$ cat src/rtl/fifo_drain_seq.sv
// Read sequencer that drains one of N_CH receive FIFOs on command, either until
// empty or for a fixed burst, with back-pressure, inter-read gap and abort.
module fifo_drain_seq #(
    parameter int unsigned N_CH  = 2,
    parameter int unsigned CH_W  = 1,
    parameter int unsigned CNT_W = 8,
    parameter int unsigned GAP   = 0
) (
    input  logic             clk,
    input  logic             reset,
    input  logic             start_tick,
    input  logic             abort,
    input  logic             mode,
    input  logic [CNT_W-1:0] burst_len,
    input  logic [CH_W-1:0]  ch_sel,
    input  logic [N_CH-1:0]  rx_empty,
    input  logic             dst_ready,
    output logic [N_CH-1:0]  rd,
    output logic             busy,
    output logic             done_tick,
    output logic [CNT_W-1:0] count
);

    localparam int unsigned      GAP_W    = 8;
    localparam logic [GAP_W-1:0] GAP_LOAD = (GAP > 0) ? GAP_W'(GAP - 1) : '0;

    typedef enum logic [2:0] {
        S_IDLE,
        S_CHECK,
        S_READ,
        S_GAP,
        S_DONE
    } state_t;

    state_t           state_q, state_d;
    logic [CH_W-1:0]  ch_q, ch_d;
    logic             mode_q, mode_d;
    logic [CNT_W-1:0] len_q, len_d;
    logic [CNT_W-1:0] count_d;
    logic [GAP_W-1:0] gap_q, gap_d;
    logic [N_CH-1:0]  rd_d;
    logic             busy_d;
    logic             done_d;
    logic [N_CH-1:0]  sel_mask_c;
    logic             sel_empty_c;

    // One-hot select of the latched channel, reused for the strobe and empty lookup
    assign sel_mask_c  = N_CH'(1) << ch_q;
    assign sel_empty_c = |(rx_empty & sel_mask_c);

    // Next-state and next-output decode
    always_comb begin
        state_d = state_q;
        ch_d    = ch_q;
        mode_d  = mode_q;
        len_d   = len_q;
        count_d = count;
        gap_d   = gap_q;

        unique case (state_q)
            S_IDLE: begin
                if (start_tick) begin
                    ch_d    = ch_sel;
                    mode_d  = mode;
                    len_d   = burst_len;
                    count_d = '0;
                    state_d = (32'(ch_sel) >= N_CH) ? S_DONE : S_CHECK;
                end
            end
            S_CHECK: begin
                if (abort) begin
                    state_d = S_DONE;
                end else if (sel_empty_c) begin
                    state_d = S_DONE;
                end else if (mode_q && (count == len_q)) begin
                    state_d = S_DONE;
                end else if (count == '1) begin
                    state_d = S_DONE;
                end else if (dst_ready) begin
                    state_d = S_READ;
                end
            end
            S_READ: begin
                count_d = count + CNT_W'(1);
                if (GAP > 0) begin
                    gap_d   = GAP_LOAD;
                    state_d = S_GAP;
                end else begin
                    state_d = S_CHECK;
                end
            end
            S_GAP: begin
                if (abort) begin
                    state_d = S_DONE;
                end else if (gap_q == '0) begin
                    state_d = S_CHECK;
                end else begin
                    gap_d = gap_q - GAP_W'(1);
                end
            end
            S_DONE: begin
                state_d = S_IDLE;
            end
            default: begin
                state_d = S_IDLE;
            end
        endcase

        // Outputs are registered copies of what the next state decodes to
        rd_d   = (state_d == S_READ) ? sel_mask_c : '0;
        busy_d = (state_d != S_IDLE);
        done_d = (state_d == S_DONE);
    end

    // State, transfer context and registered outputs
    always_ff @(posedge clk or posedge reset) begin
        if (reset) begin
            state_q   <= S_IDLE;
            ch_q      <= '0;
            mode_q    <= 1'b0;
            len_q     <= '0;
            gap_q     <= '0;
            count     <= '0;
            rd        <= '0;
            busy      <= 1'b0;
            done_tick <= 1'b0;
        end else begin
            state_q   <= state_d;
            ch_q      <= ch_d;
            mode_q    <= mode_d;
            len_q     <= len_d;
            gap_q     <= gap_d;
            count     <= count_d;
            rd        <= rd_d;
            busy      <= busy_d;
            done_tick <= done_d;
        end
    end

endmodule

$ cat config.mk
export PLATFORM = sky130hd
export DESIGN_NAME = fifo_drain_seq
export DESIGN_NICKNAME = d
export VERILOG_FILES = /design/src/rtl/fifo_drain_seq.sv
export SDC_FILE = /design/constraint.sdc
export NUM_CORES = 1
export LEC_CHECK = 0
export ABC_AREA = 1
export CORE_MARGIN = 5
export CORE_UTILIZATION = 46
export DETAILED_ROUTE_END_ITERATION = 6
export GPL_TIMING_DRIVEN = 0
export HOLD_SLACK_MARGIN = 0.06
export PLACE_DENSITY = 0.74
export SKIP_CTS_REPAIR_TIMING = 1
export SYNTH_ARGS = -nofsm -noshare
export SYNTH_HDL_FRONTEND = slang
export SYNTH_SLANG_ARGS = --single-unit
$ cat constraint.sdc
create_clock -name clk -period 1.5 [get_ports clk]
set_clock_uncertainty 0.2 [all_clocks]
set_input_delay 0.3 -clock clk [delete_from_list [all_inputs] [get_ports clk]]
set_output_delay 0.3 -clock clk [all_outputs]
set_load 0.02 [all_outputs]
# Word-level counts from Yosys, hierarchy flattened

Cells that the tools add are included.

$add $sub $neg: 2
Bitwise logic cells: 3
Reduce and logical (&&, ||, !) cells: 9
Equal/unequal tests: 8
Shift-type cells: 1
Mux-type cells: 12

Operators with widths:

| kind                                                                  | number |
|---|---|
| 3-bit two-way mux                                                     | 8 |
| 8-bit case mux with 2 select lines                                    | 1 |
| 3-bit case mux with 4 select lines                                    | 1 |
| 3-bit by 2-bit equality test with 1-bit output, second input constant | 3 |
| 8-bit by 1-bit adder with 8-bit output, second input constant         | 1 |
| 8-bit equality test                                                   | 1 |
| 8-bit equality test, second input constant                            | 1 |
| 8-bit logical NOT                                                     | 1 |
| 8-bit two-way mux                                                     | 1 |
| 8-bit by 1-bit subtractor with 8-bit output, second input constant    | 1 |
| 2-bit AND reduction                                                   | 2 |
| 3-bit by 1-bit equality test with 1-bit output, second input constant | 1 |
| 3-bit equality test, second input constant                            | 1 |
| 3-bit logical NOT                                                     | 1 |
| 3-bit AND reduction                                                   | 1 |
| 3-bit nonzero test                                                    | 1 |
| 2-bit AND                                                             | 1 |
| 2-bit two-way mux                                                     | 1 |
| 2-bit != test, second input constant                                  | 1 |
| 1-bit inverter                                                        | 2 |
| 2-bit nonzero test                                                    | 1 |
| 2-bit OR reduction                                                    | 1 |
| 1-bit by 1-bit left shift with 2-bit output, first input constant     | 1 |
| 1-bit logical AND                                                     | 1 |

Register bits: 33
Bits of input ports: 17
Output and inout bits: 12
Logic and storage cells: 44

# Logic depth before layout (Yosys ltp)

Gate-level depths: netlist of the first run.

Word-level depth: 8
Gate-level depth with buffers: 11
Depth with buffers taken out: 11

# Worst setup path after synthesis of the first run

OpenSTA, ideal clock, no wires.

Path kind: flip-flop to flip-flop
Start point: reg count[0]
End point: reg busy
Path slack: -257 ps
Clock period less this slack: 1757 ps
Cell stages (with the launch flop): 11
Arrival: 1433 ps
Setup time: 124 ps
Buffers on the path: 0
Required time: 1176 ps
Cell sequence: dfrtp_1 -> ha_1 -> nand3_2 -> nor2_1 -> nand2_1 -> nor2_4 -> nor2_2 -> nand2_4 -> nand2_4 -> nor2_2 -> nand2_1

Cells in the longest elaborated chain, start to end: 7
Elaborated cells between the ends (all ways): 9
Classes of those cells: eq/ne: 2; mux: 5; reduce/logical: 2

Ends and longest elaborated chain:

| element                                                | RTL line | text |
|---|---|---|
| start: declaration                                     | 21       | `output logic [CNT_W-1:0] count` |
| start signal: assignment                               | 133      | `count <= count_d;` |
| 8-bit equality test, on equally long branches          | 77, 75   |  |
| 3-bit two-way mux or 1-bit logical AND (tied branches) | 77, 75   |  |
| 3-bit two-way mux (*)                                  | 75       | `end else if (mode_q && (count == len_q)) begin` |
| 3-bit two-way mux (*)                                  | 73       | `end else if (sel_empty_c) begin` |
| 3-bit two-way mux (*)                                  | 71       | `if (abort) begin` |
| 3-bit case mux with 4 select lines (*)                 | 60       | `unique case (state_q)` |
| named net state_d[1]                                   | 35       | `state_t state_q, state_d;` |
| 3-bit nonzero test (*)                                 | 111      | `busy_d = (state_d != S_IDLE);` |
| named net busy_d                                       | 42       | `logic busy_d;` |
| end signal: assignment                                 | 135      | `busy <= busy_d;` |
| end: declaration                                       | 19       | `output logic busy,` |

Mark *: on every way through the listed nets, which the timed path passes. The rest lies on a longest branch.
A chain may end at the register's enable or synchronous reset.

# Final worst setup path of the first run

Same ends and word-level chain as after synthesis.

==> flow_summary.toml, run 1 <==
[die]
ioPinCount = 29
die_w_um = 70.4
chipHeight_um = 70.4
die_area_um2 = 4960
start_util_pct = 46.5
rows = 22
core_um2 = 3610

[grt]
antenna_found_initial = 0
grt_pass1_wl_um = 5850
grt_pass1_vias = 1366
grt_max_degree = 34
grt_usage_pct = 14.9
grt_overflow = 0

[logic_synthesis]
postSynthAreaPerCell_um2 = 8.11
yosysSeqAreaShare_pct = 49.2
syn-instance-count = 207
syn_area_um2 = 1680
mappedNetlistNets = 226
ys_warn_count = 0
synth-seq-cells = 33
synth.distinct_cells = 25

[critical_path]
reg2regPathDepth = 10
reg2reg_slack_ns = -0.16
timing.critical_path.buf_inv = 0
cp_cell_sequence = "ha_4 -> nand3_4 -> nor2_4 -> nand2_2 -> nor2_4 -> nor2_1 -> nand2_1 -> nand2_2 -> nor2_2 -> nand2_1"
reg2reg_from = "count[0]$_DFFE_PP0P_"
max_stage_delay_ns = 0.41
required_ns = 1.46
critPathTopFamily = "simple AND/OR/NAND/NOR gates"
path_max_fanout = 3
critical_path_class = "reg2reg"
critPathCaptureType = "register"
start_kind = "register"
arrival_ns = 1.62
worst_r2r_endpoint = "busy$_DFF_PP0_"
cp_slowest_cell = "dfrtp_2"

[routing]
post_drt_wl_per_cell_um = 12.2
vias = 1466
first_iter_violations = 57
wl_met1_um = 1610
routed-wl-met2_um = 1930
drc_errors = 0
highest_layer = "met4"
avgViaCountPerCell = 4.78
first_pass_iters = 4
route.met3.wl_um = 129
wirelength_um = 3750
ant_nets = 0

[timing]
fin_tns_setup_ns = -0.692
setup_viol = 16
setup_ws_ns = -0.157
hold_violations = 0
fin_crit_sh_pct = 110
maxSlewHeadroom_pct = 66.2
hold_ws_ns = 0.0941
rsz0062_at_grt = "true"
tightestPinTransition_ns = 0.504
min_period_ns = 1.66
fmax_mhz = 603
slew_viol_final = 0

[place]
port_buffers = 28
dp_slack_ns = -0.576
place_congestion = 0.856
dp_cells = 283
dp_hpwl_um = 2440

[cts]
cts_buffers = 5
cts_buffer_depth = 2
cts-root-buf = "clkbuf_8"
cts_max_level = 2
clock_sinks = 33
clkTransAtPathRegs_ns = 0.07
cts_tree = "yes"
insertion_delay_ns = 0.28

[finish]
fillerInstances = 270
fin_cells = 307
nets = 277
area_growth_pct = 48.2
n_antenna_cell = 0
utilization_pct = 69.0
drive_gt1_share_pct = 30.5

[run_status]
status = "complete, but fails checks"
violations = "negative setup slack"

[worst_hold_path]
hp-class = "in2async"

[power]
vdd_ir_drop_max_mv = 0.901
leakage_uw = 0.00127
pwr_density_cell_nw_per_um2 = 1460

[flow_run]
drv_cap = 0
cells by family (layout without fill, tap and decap cells):
logic type / Yosys count / in the layout / share of synthesized area [%]
and+or+nand+nor: 102 / 102 / 27.6
buffers and inverters: 34 / 86 / 7.68
DFF: 33 / 33 / 49.2
AOI/OAI and AO/OA: 27 / 27 / 9.32
xor gates and xnor gates: 9 / 9 / 4.70
adders and majority gates: 2 / 2 / 1.49
metrics by stage:
| stage | total power, µW | cell area, µm² |
|---|---|---|
| floorplan | 2100 | 1720 |
| global placement | 2420 | 2060 |
| detailed placement | 2440 | 2060 |
| CTS | 3300 | 2170 |
| global route | 3890 | 2490 |
| finish | 3630 | 2490 |
layout by cell type, fill, tap and decap left out, drive strengths merged:
| cell | count |
|---|---|
| nand2 | 58 |
| dfrtp | 33 |
| inv | 31 |
| nor2 | 25 |
| o21ai | 19 |
| buf | 17 |
| clkdlybuf4s50 | 16 |
| nand3 | 13 |
| clkbuf | 11 |
| dlymetal6s2s | 8 |
| xor2 | 7 |
| a21oi | 4 |
| o22ai | 2 |
| nand4 | 2 |
| xnor2 | 2 |
| ha | 2 |
| clkinv | 2 |
| or2 | 2 |
| a32o | 1 |
| a21o | 1 |
| nor3 | 1 |
| nor4 | 1 |
| bufinv | 1 |
sequential cells by signal (all words and copies together) (netlist names):
| name | count |
|---|---|
| busy | 1 |
| ch_q | 1 |
| count | 8 |
| done_tick | 1 |
| gap_q | 8 |
| len_q | 8 |
| mode_q | 1 |
| rd | 2 |
| state_q | 3 |
metal layers:
layer	vias to the layer above	GRT usage (%)
met5	-	0
met4	0	8.94
met3	10	3.45
met2	24	24.6
met1	681	17.3
li1	751	-
cells in the mapped netlist:
cell type / n / area share [%]
xor2_1: 7 / 3.7
nand2_1: 55 / 12
xnor2_1: 2 / 1.0
nand2_2: 1 / 0.37
a21oi_1: 3 / 0.89
nor3_1: 1 / 0.30
ha_1: 2 / 1.5
buf_2: 1 / 0.30
nand3_1: 10 / 3.0
a21o_4: 1 / 0.89
inv_2: 3 / 0.67
nand4_1: 2 / 0.75
dfrtp_1: 33 / 49
or2_2: 2 / 0.75
nor2_1: 20 / 4.5
nor4_1: 1 / 0.37
nand3_2: 3 / 1.8
a32o_1: 1 / 0.60
o21ai_0: 19 / 5.7
inv_1: 30 / 6.7
nor2_4: 1 / 0.67
nand2_4: 2 / 1.3
a21oi_2: 1 / 0.52
o22ai_1: 2 / 0.75
nor2_2: 4 / 1.5
power by group:
| part | internal [µW] | switching [µW] |
|---|---|---|
| Sequential | 1150 | 224 |
| Clock | 541 | 306 |
| Combinational | 610 | 795 |
| Total | 2300 | 1330 |
worst max-delay path by stage:
stage,from,end,slack [ns],cells after the start
final,count[0]$_DFFE_PP0P_,busy$_DFF_PP0_,-0.16,10
after floorplan,count[0]$_DFFE_PP0P_,busy$_DFF_PP0_,-0.12,10
after detailed placement,reset,count[0]$_DFFE_PP0P_,-0.58,2
after global placement,reset,count[0]$_DFFE_PP0P_,-0.59,2
after global routing,count[0]$_DFFE_PP0P_,busy$_DFF_PP0_,-0.25,10
after CTS,count[2]$_DFFE_PP0P_,count[2],-0.42,1
area by class of cell:
cell class                      count  area [µm²]  share of cell area [%]
Clock inverter                      1        30.0                    1.21
Tap cell                           48        60.1                    2.41
Buffer                              1        11.3                   0.453
Inverter                           33         129                    5.18
Timing Repair Buffer               44         440                    17.7
Multi-Input combinational cell    140         900                    36.2
Clock buffer                        7        86.3                    3.47
Sequential cell                    33         831                    33.4
Power figures use the tool's default switching activity.
==> inputs of run 2 (changes only) <==
--- a/config.mk
+++ b/config.mk
@@ -7,11 +7,11 @@
 export LEC_CHECK = 0
 export ABC_AREA = 1
 export CORE_MARGIN = 5
-export CORE_UTILIZATION = 46
+export CORE_UTILIZATION = 45
 export DETAILED_ROUTE_END_ITERATION = 6
+export DONT_BUFFER_PORTS = 1
 export GPL_TIMING_DRIVEN = 0
 export HOLD_SLACK_MARGIN = 0.06
-export PLACE_DENSITY = 0.74
 export SKIP_CTS_REPAIR_TIMING = 1
 export SYNTH_ARGS = -nofsm -noshare
 export SYNTH_HDL_FRONTEND = slang
==> run 2 against run 1 <==
  * The run still ends with negative setup slack left
  * Wire length increased by 2.5%
  * Sequential power increased by 4%
  * Non-clock buffer count is 19 lower
  * Global-route usage is 0.49 points higher
  * Via count decreased by 3.5%
  * Critical path depth is the same
  * Flip-flop and latch count stayed put
  * Critical path type unchanged
  * Critical endpoint unchanged
==> flow_summary.toml, run 2 (synthesis gave the netlist of run 1 again) <==
[place]
port_buffers = 0
place_congestion = 0.867
dp_cells = 255
dp_hpwl_um = 2560

[critical_path]
crit_path_frequent_cell = "nor2_4"
critical_path_class = "reg2reg"
required_ns = 1.47
reg2reg_from = "count[0]$_DFFE_PP0P_"
crit_start = "count[0]$_DFFE_PP0P_"
arrival_ns = 1.78
path_max_fanout = 7
reg2reg_slack_ns = -0.31
critPathCaptureType = "register"
cp_cell_sequence = "ha_4 -> nand3_4 -> nor2_4 -> nand2_4 -> nor2_4 -> nor2_4 -> nand2_4 -> nand2_4 -> nor2_4 -> nand2_1"
critPathTopFamily = "simple AND/OR/NAND/NOR gates"
start_kind = "register"
timing.critical_path.buf_inv = 0
cp_slowest_cell = "dfrtp_2"
max_stage_delay_ns = 0.50

[run_status]
violations = "negative setup slack"
status = "complete, but fails checks"

[timing]
min_period_ns = 1.81
tightestPinTransition_ns = 0.398
fin_crit_sh_pct = 120
setup_viol = 17
hold_violations = 0
maxSlewHeadroom_pct = 73.3
fmax_mhz = 554
setup_ws_ns = -0.307
rsz0062_at_grt = "true"
slew_viol_final = 0

[die]
start_util_pct = 46.2
ioPinCount = 29
rows = 22
die_area_um2 = 5050
core_um2 = 3630
chipHeight_um = 71.1
die_w_um = 71.1

[finish]
nets = 258
fillerInstances = 322
top_regs = "count (8), gap_q (8), len_q (8)"
drive_gt1_share_pct = 27.6
fin_cells = 287
mostFrequentLayoutCells = "nand2_1, dfrtp_1, inv_1, o21ai_0"
utilization_pct = 60.6
final_common_cell = "nand2_1"
area_growth_pct = 31.3
n_antenna_cell = 0

[routing]
first_pass_iters = 4
avgViaCountPerCell = 4.93
wirelength_um = 3850
post_drt_wl_per_cell_um = 13.4
drc_errors = 0
vias = 1415
first_iter_violations = 72
ant_nets = 0

[power]
leakage_uw = 0.00105
vdd_ir_drop_max_mv = 0.795
pwr_density_cell_nw_per_um2 = 1460
power.total_uw = 3220

[cts]
cts_buffers = 5
cts_tree = "yes"
insertion_delay_ns = 0.28
cts-root-buf = "clkbuf_8"
clkTransAtPathRegs_ns = 0.06
clock_sinks = 33
cts_buffer_depth = 2
cts_max_level = 2

[worst_hold_path]
hp-class = "in2reg"
hold_start = "start_tick"

[grt]
grt_pass1_vias = 1356
antenna_found_initial = 0
busiest_layer = "met2"
grt_max_degree = 34
grt_pass1_wl_um = 5980
use_met2_pct = 25.7
grt_util_met1_pct = 17.0
grt_overflow = 0
grt_usage_pct = 15.4
grt_util_met3_pct = 6.68

[flow_run]
drv_cap = 0
[run 2: cell types whose count changed in the layout (fill, tap and decap cells not counted), sizes merged]
| cell | previous run | this run |
|---|---|---|
| clkbuf | 11 | 6 |
| dlymetal6s2s | 8 | 0 |
| clkdlybuf4s50 | 16 | 0 |
| dlygate4sd3 | 0 | 11 |
| bufinv | 1 | 0 |
| buf | 17 | 15 |
| clkinv | 2 | 3 |
[run 2: where the power goes]
part / leakage, µW / total (µW) / internal, µW / switching, µW
clock network: 0.0000410 / 622 / 315 / 307
registers: 0.000419 / 1420 / 1150 / 273
logic: 0.000591 / 1170 / 491 / 684
[run 2: tightest hold or removal path, delay by kind of cell]
family	cells	cell delay, ns
and+or+nand+nor	3	0.20
[run 2: through the flow]
| step | TNS, ns | setup WS [ns] | hold WS, ns | area [µm²] |
|---|---|---|---|---|
| after floorplan | -0.297 | -0.121 | 0.210 | 1720 |
| after global placement | -6.65 | -0.292 | 0.214 | 1780 |
| after detailed placement | -7.35 | -0.319 | 0.220 | 1780 |
| after CTS | -4.21 | -0.341 | -0.0786 | 1850 |
| after global routing | -3.71 | -0.399 | 0.0750 | 2200 |
| final | -2.17 | -0.307 | 0.0528 | 2200 |
[run 2: cell type report]
| cell class | count | area (µm²) | share of cell area (%) |
|---|---|---|---|
| Clock inverter | 1 | 5.00 | 0.227 |
| Buffer | 1 | 15.0 | 0.681 |
| Multi-Input combinational cell | 140 | 857 | 38.9 |
| Sequential cell | 33 | 833 | 37.8 |
| Inverter | 33 | 129 | 5.85 |
| Tap cell | 48 | 60.1 | 2.73 |
| Clock buffer | 6 | 72.6 | 3.29 |
| Timing Repair Buffer | 25 | 231 | 10.5 |
[run 2: worst paths after layout]
check                                       endpoint  cells past startpoint
worst min-delay path            len_q[2]$_DFFE_PP0P_                      3
min in group asynchronous       gap_q[3]$_DFFE_PP0P_                      2
worst max-delay path                  busy$_DFF_PP0_                     10
worst min register to register       rd[0]$_DFF_PP0_                      1
worst max register to register        busy$_DFF_PP0_                     10
max in group asynchronous       count[6]$_DFFE_PP0P_                      3
[run 2: layer usage]
metal  wire length [µm]  up-vias
met5                  0        -
met4                108        0
met3                196       12
met2               1980       30
met1               1560      666
li1                   -      707
==> inputs of run 3 (changes only) <==
==> constraint.sdc (replaced) <==
create_clock -name clk -period 2.3 [get_ports clk]
set_clock_uncertainty 0.2 [all_clocks]
set_input_delay 0.46 -clock clk [delete_from_list [all_inputs] [get_ports clk]]
set_output_delay 0.46 -clock clk [all_outputs]
set_load 0.02 [all_outputs]
==> run 3 against run 2 <==
  * The flow now finishes without violations
  * Utilization shrank 9.7 points
  * Final area shrank 16%
  * Flip-flop and latch count is the same
  * Cell count shrank 8.0%
  * Highest routed layer unchanged
==> flow_summary.toml, run 3 (synthesis gave the netlist of run 1 again) <==
[timing]
min_period_ns = 1.98
fin_tns_setup_ns = 0
fmax_mhz = 504
maxSlewHeadroom_pct = 55.3
setup_ws_ns = 0.317
fin_crit_sh_pct = 86.2
tightestPinTransition_ns = 0.670
hold_violations = 0
rsz0062_at_grt = "false"
slew_viol_final = 0
setup_viol = 0

[cts]
insertion_delay_ns = 0.28
clock_sinks = 33
cts_buffers = 5
cts_buffer_depth = 2
clkTransAtPathRegs_ns = 0.07
cts_tree = "yes"
cts-root-buf = "clkbuf_8"
cts_max_level = 2

[die]
die_area_um2 = 5050
rows = 22
die_w_um = 71.1
start_util_pct = 46.2
ioPinCount = 29
core_um2 = 3630
chipHeight_um = 71.1

[worst_hold_path]
hp-class = "in2reg"

[routing]
first_pass_iters = 4
vias = 1312
first_iter_violations = 57
avgViaCountPerCell = 4.97
drc_errors = 0
ant_nets = 0
post_drt_wl_per_cell_um = 12.7
wirelength_um = 3360

[flow_run]
drv_cap = 0

[grt]
grt_usage_pct = 14.5
use_met2_pct = 26.3
grt_overflow = 0
grt_pass1_wl_um = 5730
grt_pass1_vias = 1320
grt_max_degree = 34
busiest_layer = "met2"
grt_util_met3_pct = 4.83
antenna_found_initial = 0
grt_util_met1_pct = 15.1

[place]
place_congestion = 0.865
dp_slack_ns = 0.292
dpl-instance-area_um2 = 1740
port_buffers = 0
dp_hpwl_um = 2570

[finish]
area_growth_pct = 10.2
top_regs = "count (8), gap_q (8), len_q (8)"
drive_gt1_share_pct = 13.0
nets = 234
final_area_um2 = 1850
final_common_cell = "nand2_1"
mostFrequentLayoutCells = "nand2_1, dfrtp_1, inv_1, nor2_1, o21ai_0"
utilization_pct = 50.9
n_antenna_cell = 0

[critical_path]
critical_path_class = "reg2reg"
arrival_ns = 1.95
start_kind = "register"
critPathCaptureType = "register"
path_max_fanout = 7
required_ns = 2.26

[power]
leakage_uw = 0.000937
pwr_density_cell_nw_per_um2 = 1050
vdd_ir_drop_max_mv = 0.536

[run_status]
status = "finished, final reports clean"
[run 3: metal layers]
layer,vias up,wire length (µm)
li1,664,-
met1,616,1370
met4,0,68
met5,-,0
met2,23,1730
met3,9,189
[run 3: power by group]
part	total [µW]	internal, µW	switching, µW
logic	566	197	369
registers	907	747	160
clock network	470	270	200
[run 3: cell type report]
cell class	instances	area, µm²
buffer	1	5.00
multi-input combinational	140	723
timing repair buffer	1	10.0
fill	359	1780
clock inverter	1	5.00
sequential	33	826
tap	48	60.1
clock buffer	7	96.3
inverter	33	124
[run 3: path summary, 6_finish.rpt]
check                                      from                   end  slack, ns  cells after the start
min in group asynchronous                 reset  gap_q[1]$_DFFE_PP0P_       0.54                      2
max in group asynchronous                 reset  gap_q[0]$_DFFE_PP0P_       0.92                      2
min                                burst_len[2]  len_q[2]$_DFFE_PP0P_       0.09                      2
min reg2reg                gap_q[0]$_DFFE_PP0P_  gap_q[0]$_DFFE_PP0P_       0.27                      1
max                        count[0]$_DFFE_PP0P_        busy$_DFF_PP0_       0.32                     10
max reg2reg                count[0]$_DFFE_PP0P_        busy$_DFF_PP0_       0.32                     10
[run 3: metrics by stage]
step / total power, µW / instances / hold WS (ns)
6_report: 1940 / 264 / 0.0864
3_5_place_dp: 1490 / 255 / 0.257
3_3_place_gp: 1450 / 255 / 0.261
5_1_grt: 2100 / 264 / 0.0677
4_1_cts: 1970 / 263 / 0.0815
2_1_floorplan: 1340 / 207 / 0.242
[run 3: worst max-delay path, stage by stage, from the launching register on]
cell and delay, ns:
dfrtp_1 0.56, ha_1 0.26, nand3_2 0.10, nor2_1 0.12
nand2_1 0.11, nor2_4 0.15, nor2_2 0.07, nand2_4 0.09
nand2_4 0.05, nor2_2 0.09, nand2_1 0.06
